**config.mk**
```make
export PLATFORM = sky130hd
export DESIGN_NAME = alu_dec_flat
export DESIGN_NICKNAME = d
export VERILOG_FILES = /design/src/rtl/alu_dec_if.sv /design/src/rtl/alu_dec.sv /design/src/flat_wrapper.sv
export SDC_FILE = /design/constraint.sdc
export NUM_CORES = 1
export LEC_CHECK = 0
export ABC_CLOCK_PERIOD_IN_PS = 1300
export CORE_AREA = 3 3 40 42
export CTS_CLUSTER_DIAMETER = 40
export DETAILED_ROUTE_END_ITERATION = 8
export DIE_AREA = 0 0 43 45
export GPL_ROUTABILITY_DRIVEN = 0
export HOLD_SLACK_MARGIN = 0.03
export PLACE_DENSITY = 0.59
export SETUP_SLACK_MARGIN = 0.1
export SYNTH_ARGS = -nofsm -noshare
export SYNTH_HDL_FRONTEND = slang
export SYNTH_SLANG_ARGS = --single-unit
```
**constraint.sdc**
```tcl
create_clock -name clk -period 1.3 [get_ports clk]
set_clock_uncertainty 0.1 [all_clocks]
set_input_delay 0.195 -clock clk [delete_from_list [all_inputs] [get_ports clk]]
set_output_delay 0.195 -clock clk [all_outputs]
set_load 0.02 [all_outputs]
```
**src/rtl/alu_dec_if.sv**
```systemverilog
// Decoder-side bundle between the main control unit, the ALU control decoder
// and the ALU: qualified ALUOp/funct in, ALU control code and status out.
interface alu_dec_if;
  logic       in_valid;
  logic [1:0] aluop;
  logic [5:0] funct;
  logic [2:0] alucontrol;
  logic       out_valid;
  logic       illegal;
  logic       err_sticky;

  modport master (
    output in_valid, aluop, funct,
    input  alucontrol, out_valid, illegal, err_sticky
  );

  modport slave (
    input  in_valid, aluop, funct,
    output alucontrol, out_valid, illegal, err_sticky
  );
endinterface

```
**src/rtl/alu_dec.sv**
```systemverilog
// MIPS ALU control decoder: ALUOp + R-type funct -> 3-bit ALU control code,
// optionally registered, with an illegal-funct flag and a sticky error bit.
module alu_dec #(
  parameter bit REGISTER_OUT = 1'b1
) (
  input  logic    clk,
  input  logic    rst,
  alu_dec_if.slave bus
);

  localparam logic [2:0] CTRL_AND = 3'b000;
  localparam logic [2:0] CTRL_OR  = 3'b001;
  localparam logic [2:0] CTRL_ADD = 3'b010;
  localparam logic [2:0] CTRL_SUB = 3'b110;
  localparam logic [2:0] CTRL_SLT = 3'b111;

  logic [2:0] ctrl_d;
  logic       illegal_d;
  logic       err_sticky_q;

  // NOTE: every output gets a default first, so no path leaves it unassigned and no latch is inferred.
  always_comb begin
    ctrl_d    = CTRL_ADD;
    illegal_d = 1'b0;
    // aluop[0] is tested first so an unknown aluop[1] cannot disturb a beq decode.
    if (bus.aluop[0]) begin
      ctrl_d = CTRL_SUB;
    end else if (bus.aluop[1]) begin
      case (bus.funct)
        6'b100000: ctrl_d = CTRL_ADD;
        6'b100010: ctrl_d = CTRL_SUB;
        6'b100100: ctrl_d = CTRL_AND;
        6'b100101: ctrl_d = CTRL_OR;
        6'b101010: ctrl_d = CTRL_SLT;
        default:   illegal_d = 1'b1;
      endcase
    end
  end

  // NOTE: sequential state uses non-blocking assignments so every flop samples pre-edge values.
  always_ff @(posedge clk or posedge rst) begin
    if (rst) begin
      err_sticky_q <= 1'b0;
    end else if (bus.in_valid && illegal_d) begin
      err_sticky_q <= 1'b1;
    end
  end

  assign bus.err_sticky = err_sticky_q;

  generate
    if (REGISTER_OUT) begin : g_reg
      logic [2:0] ctrl_q;
      logic       illegal_q;
      logic       valid_q;

      always_ff @(posedge clk or posedge rst) begin
        if (rst) begin
          ctrl_q    <= CTRL_ADD;
          illegal_q <= 1'b0;
          valid_q   <= 1'b0;
        end else begin
          valid_q <= bus.in_valid;
          if (bus.in_valid) begin
            ctrl_q    <= ctrl_d;
            illegal_q <= illegal_d;
          end
        end
      end

      assign bus.alucontrol = ctrl_q;
      assign bus.illegal    = illegal_q;
      assign bus.out_valid  = valid_q;
    end else begin : g_comb
      assign bus.alucontrol = ctrl_d;
      assign bus.illegal    = illegal_d;
      assign bus.out_valid  = bus.in_valid & ~rst;
    end
  endgenerate

endmodule

```
**src/flat_wrapper.sv**
```systemverilog
// flat-port wrapper written by rule: the top's interface ports become plain ports
module alu_dec_flat 
#(
  parameter bit REGISTER_OUT = 1'b1
)
  (clk, rst, bus_in_valid, bus_aluop, bus_funct, bus_alucontrol, bus_out_valid, bus_illegal, bus_err_sticky);
  alu_dec_if bus_i ();
  input  logic clk;
  input  logic rst;
  input wire logic [$bits(bus_i.in_valid)-1:0] bus_in_valid;
  input wire logic [$bits(bus_i.aluop)-1:0] bus_aluop;
  input wire logic [$bits(bus_i.funct)-1:0] bus_funct;
  output wire logic [$bits(bus_i.alucontrol)-1:0] bus_alucontrol;
  output wire logic [$bits(bus_i.out_valid)-1:0] bus_out_valid;
  output wire logic [$bits(bus_i.illegal)-1:0] bus_illegal;
  output wire logic [$bits(bus_i.err_sticky)-1:0] bus_err_sticky;
  assign bus_i.in_valid = bus_in_valid;
  assign bus_i.aluop = bus_aluop;
  assign bus_i.funct = bus_funct;
  assign bus_alucontrol = bus_i.alucontrol;
  assign bus_out_valid = bus_i.out_valid;
  assign bus_illegal = bus_i.illegal;
  assign bus_err_sticky = bus_i.err_sticky;
  alu_dec #(.REGISTER_OUT(REGISTER_OUT)) u_core (.clk(clk), .rst(rst), .bus(bus_i));
endmodule
```
==> results of run 1 <==
==> synth_stat cells <==
| cell | instances |
|---|---|
| nand3b_2 | 1 |
| nor2b_1 | 2 |
| o22ai_1 | 2 |
| nor4bb_1 | 1 |
| o221a_2 | 1 |
| a21oi_1 | 1 |
| a41oi_1 | 1 |
| dfrtp_1 | 5 |
| nor2_1 | 2 |
| inv_1 | 4 |
| o32a_1 | 1 |
| nand2_1 | 1 |
| o21bai_1 | 1 |
| or3b_1 | 1 |
| a31oi_1 | 1 |
| dfstp_2 | 1 |
==> metal layers <==
metal	share of wire (%)	wire, µm	up-vias	global-route usage (%)
met3	12	83	0	0.797
met2	48	341	20	13.8
met4	0	0	0	7.23
met5	0	0	-	0
met1	40	281	125	7.86
li1	-	-	140	-
==> per-stage QoR <==
stage	hold slack, ns	instances
2_1_floorplan	-0.115	26
3_3_place_gp	0.326	59
3_5_place_dp	0.329	59
4_1_cts	0.0625	63
5_1_grt	0.0828	63
6_report	0.0638	63
==> timing repair <==
item	in CTS	in global routing
endpoints found under the setup margin	8	8
pin swaps	2	1
endpoints found under the hold margin	0	0
resized for setup	25	9
==> cell families after synthesis <==
family / Yosys count / share of synthesized area, %
AND/OR/NAND/NOR: 8 / 19.1
AO/OA/AOI/OAI: 8 / 21.8
flip-flops: 6 / 53.8
buffers and inverters: 4 / 5.33
==> power breakdown <==
part           leakage [µW]  internal (µW)  switching [µW]
Sequential        0.0000691            195            3.29
Clock             0.0000150            116            70.4
Combinational      0.000146           47.6            40.5
Total              0.000230            359             114
==> final timing paths <==
check	end	slack, ns	cells past startpoint
worst min register to register	u_core.bus.err_sticky$_DFFE_PP0P_	0.41	1
max in group asynchronous	u_core.bus.alucontrol[1]$_DFFE_PP1P_	0.78	2
worst max-delay path	bus_alucontrol[1]	0.12	1
min in group clk	u_core.bus.alucontrol[2]$_DFFE_PP0P_	0.17	3
worst min-delay path	u_core.bus.out_valid$_DFF_PP0_	0.06	2
worst max register to register	u_core.bus.alucontrol[1]$_DFFE_PP1P_	0.48	1
==> cell type report <==
cell class	count	area, µm²	share of cell area [%]
timing repair buffer	18	165	32.4
sequential	6	151	29.7
multi-input combinational	16	133	26.0
clock buffer	4	26.3	5.16
tap	15	18.8	3.69
inverter	4	15.0	2.95
==> sequential cells by signal, indices dropped and copies added, names as in the netlist <==
name / cells
u_core.bus.illegal: 1
u_core.bus.out_valid: 1
u_core.bus.err_sticky: 1
u_core.bus.alucontrol: 3
==> layout by cell type (no fill, tap or decap) <==
cell type and n:
clkbuf_2 2, o32a_1 1, o221a_2 1, clkbuf_4 3, a31oi_1 1, nor2_1 2
o22ai_1 2, or3b_4 1, dlygate4sd2_1 2, dlymetal6s2s_1 1, nand3b_4 1, nor2b_1 2
clkdlybuf4s15_1 2, nand2_1 1, inv_1 4, dfrtp_1 5, a21oi_1 1, a41oi_1 1
o21bai_1 1, buf_2 1, dfstp_2 1, clkdlybuf4s50_1 4, clkdlybuf4s15_2 3, buf_4 2
clkbuf_1 1, nor4bb_2 1, buf_6 1
==> flow_summary.ini, run 1 <==
[status]
status = finished, final reports clean

[yosys]
synth_nets = 37
synth_sequential_area_ratio_pct = 53.8
yosys_warnings = 0
postSynthAreaPerCell_um2 = 10.8
netlist.area_leader.share_pct = 44.4
yosysTopAreaCell = dfrtp_1
ys_ff_latch = 6
synth.distinct_cells = 16
synthTopCellsByArea = dfrtp_1, dfstp_2, inv_1
syn-cell-area_um2 = 282
synthCells = 26

[min_path]
hp-class = in2async

[clock_network]
ctsHtreeMaxLevel = 1
cts_tree = done
cts.clk_slew.worst_paths_ns = 0.05
cts.path.max_buffers = 2
cts-hold-fix-buffers = 0
clockRootBuffer = clkbuf_4
numCtsBuffers = 3
clkSinkCount = 6
insertion_delay_ns = 0.24
postCtsSetupRepairBufs = 0

[setup_path]
cp-startpoint = u_core.bus.alucontrol[1]$_DFFE_PP1P_
worstSetupStartpointType = register
slowest_delay_ns = 0.53
required_ns = 1.00
crit-reg2reg-launch = u_core.bus.alucontrol[1]$_DFFE_PP1P_
critPathMaxFanout = 2
path_buf_inv = 1
critPathKind = reg2out
cp_cell_sequence = buf_6
crit_family = flip-flops
critPathCaptureType = primary output
arrival_ns = 0.88
critPathSlowestCell = dfstp_2

[sta]
tightest_slew_ns = 0.234
rsz0062_at_grt = true
tns_ns = 0
relSlewSlack_pct = 84.4
fmax_ghz = 0.849
worst_slack_ns = 0.122
setup_viol = 0
drv_slew = 0
finalCritPeriodShare_pct = 90.6
hold_viol = 0
period_needed_ns = 1.18

[routing]
via_per_inst = 4.52
drt-pass1-iter-count = 4
routedWlPerCell_um = 11.2
antenna_left = 0
route.vias.total = 285
totalWireLength_um = 706
drc = 0
drt_iter0_markers = 6

[power]
p_per_area_nw_per_um2 = 930
worst_ir_drop_vdd_mv = 0.254
power.total_uw = 473
power_leakage_uw = 0.000230

[place]
place_area_um2 = 484
dp_hpwl_um = 565
io_buffers = 16
dp_slack_ns = -0.394

[die]
rows = 13
die_w_um = 43
die_area_um2 = 1940
io_pins = 17
initial_utilization_pct = 21.9
core_area_um2 = 1280
die_h_um = 45

[finish]
diodes = 0
fill_cells = 143
area_delta_synth_final_pct = 80.9
finalInstanceArea_um2 = 509
nets = 60
final_layout_size_suffix_gt1_share_pct = 35.4
fin_util_pct = 39.6

[global_routing]
grt_pass1_vias = 290
grt_max_degree = 7
grt_overflow = 0
grt_pass1_wl_um = 1080
antenna_found_initial = 0
grt_usage_pct = 7.71

[run]
drv_cap = 0
No activity file was read; power rests on OpenSTA's default activity.
==> run 2: changes to the inputs <==
- CTS_CLUSTER_DIAMETER: 40 -> default
==> results of run 2 <==
Final layout, timing and power as in run 1 (identical DEF).
==> run 3: changes to the inputs <==
- ABC_CLOCK_PERIOD_IN_PS: 1300 -> default
==> results of run 3 <==
Final layout, timing and power as in run 1 (identical DEF).
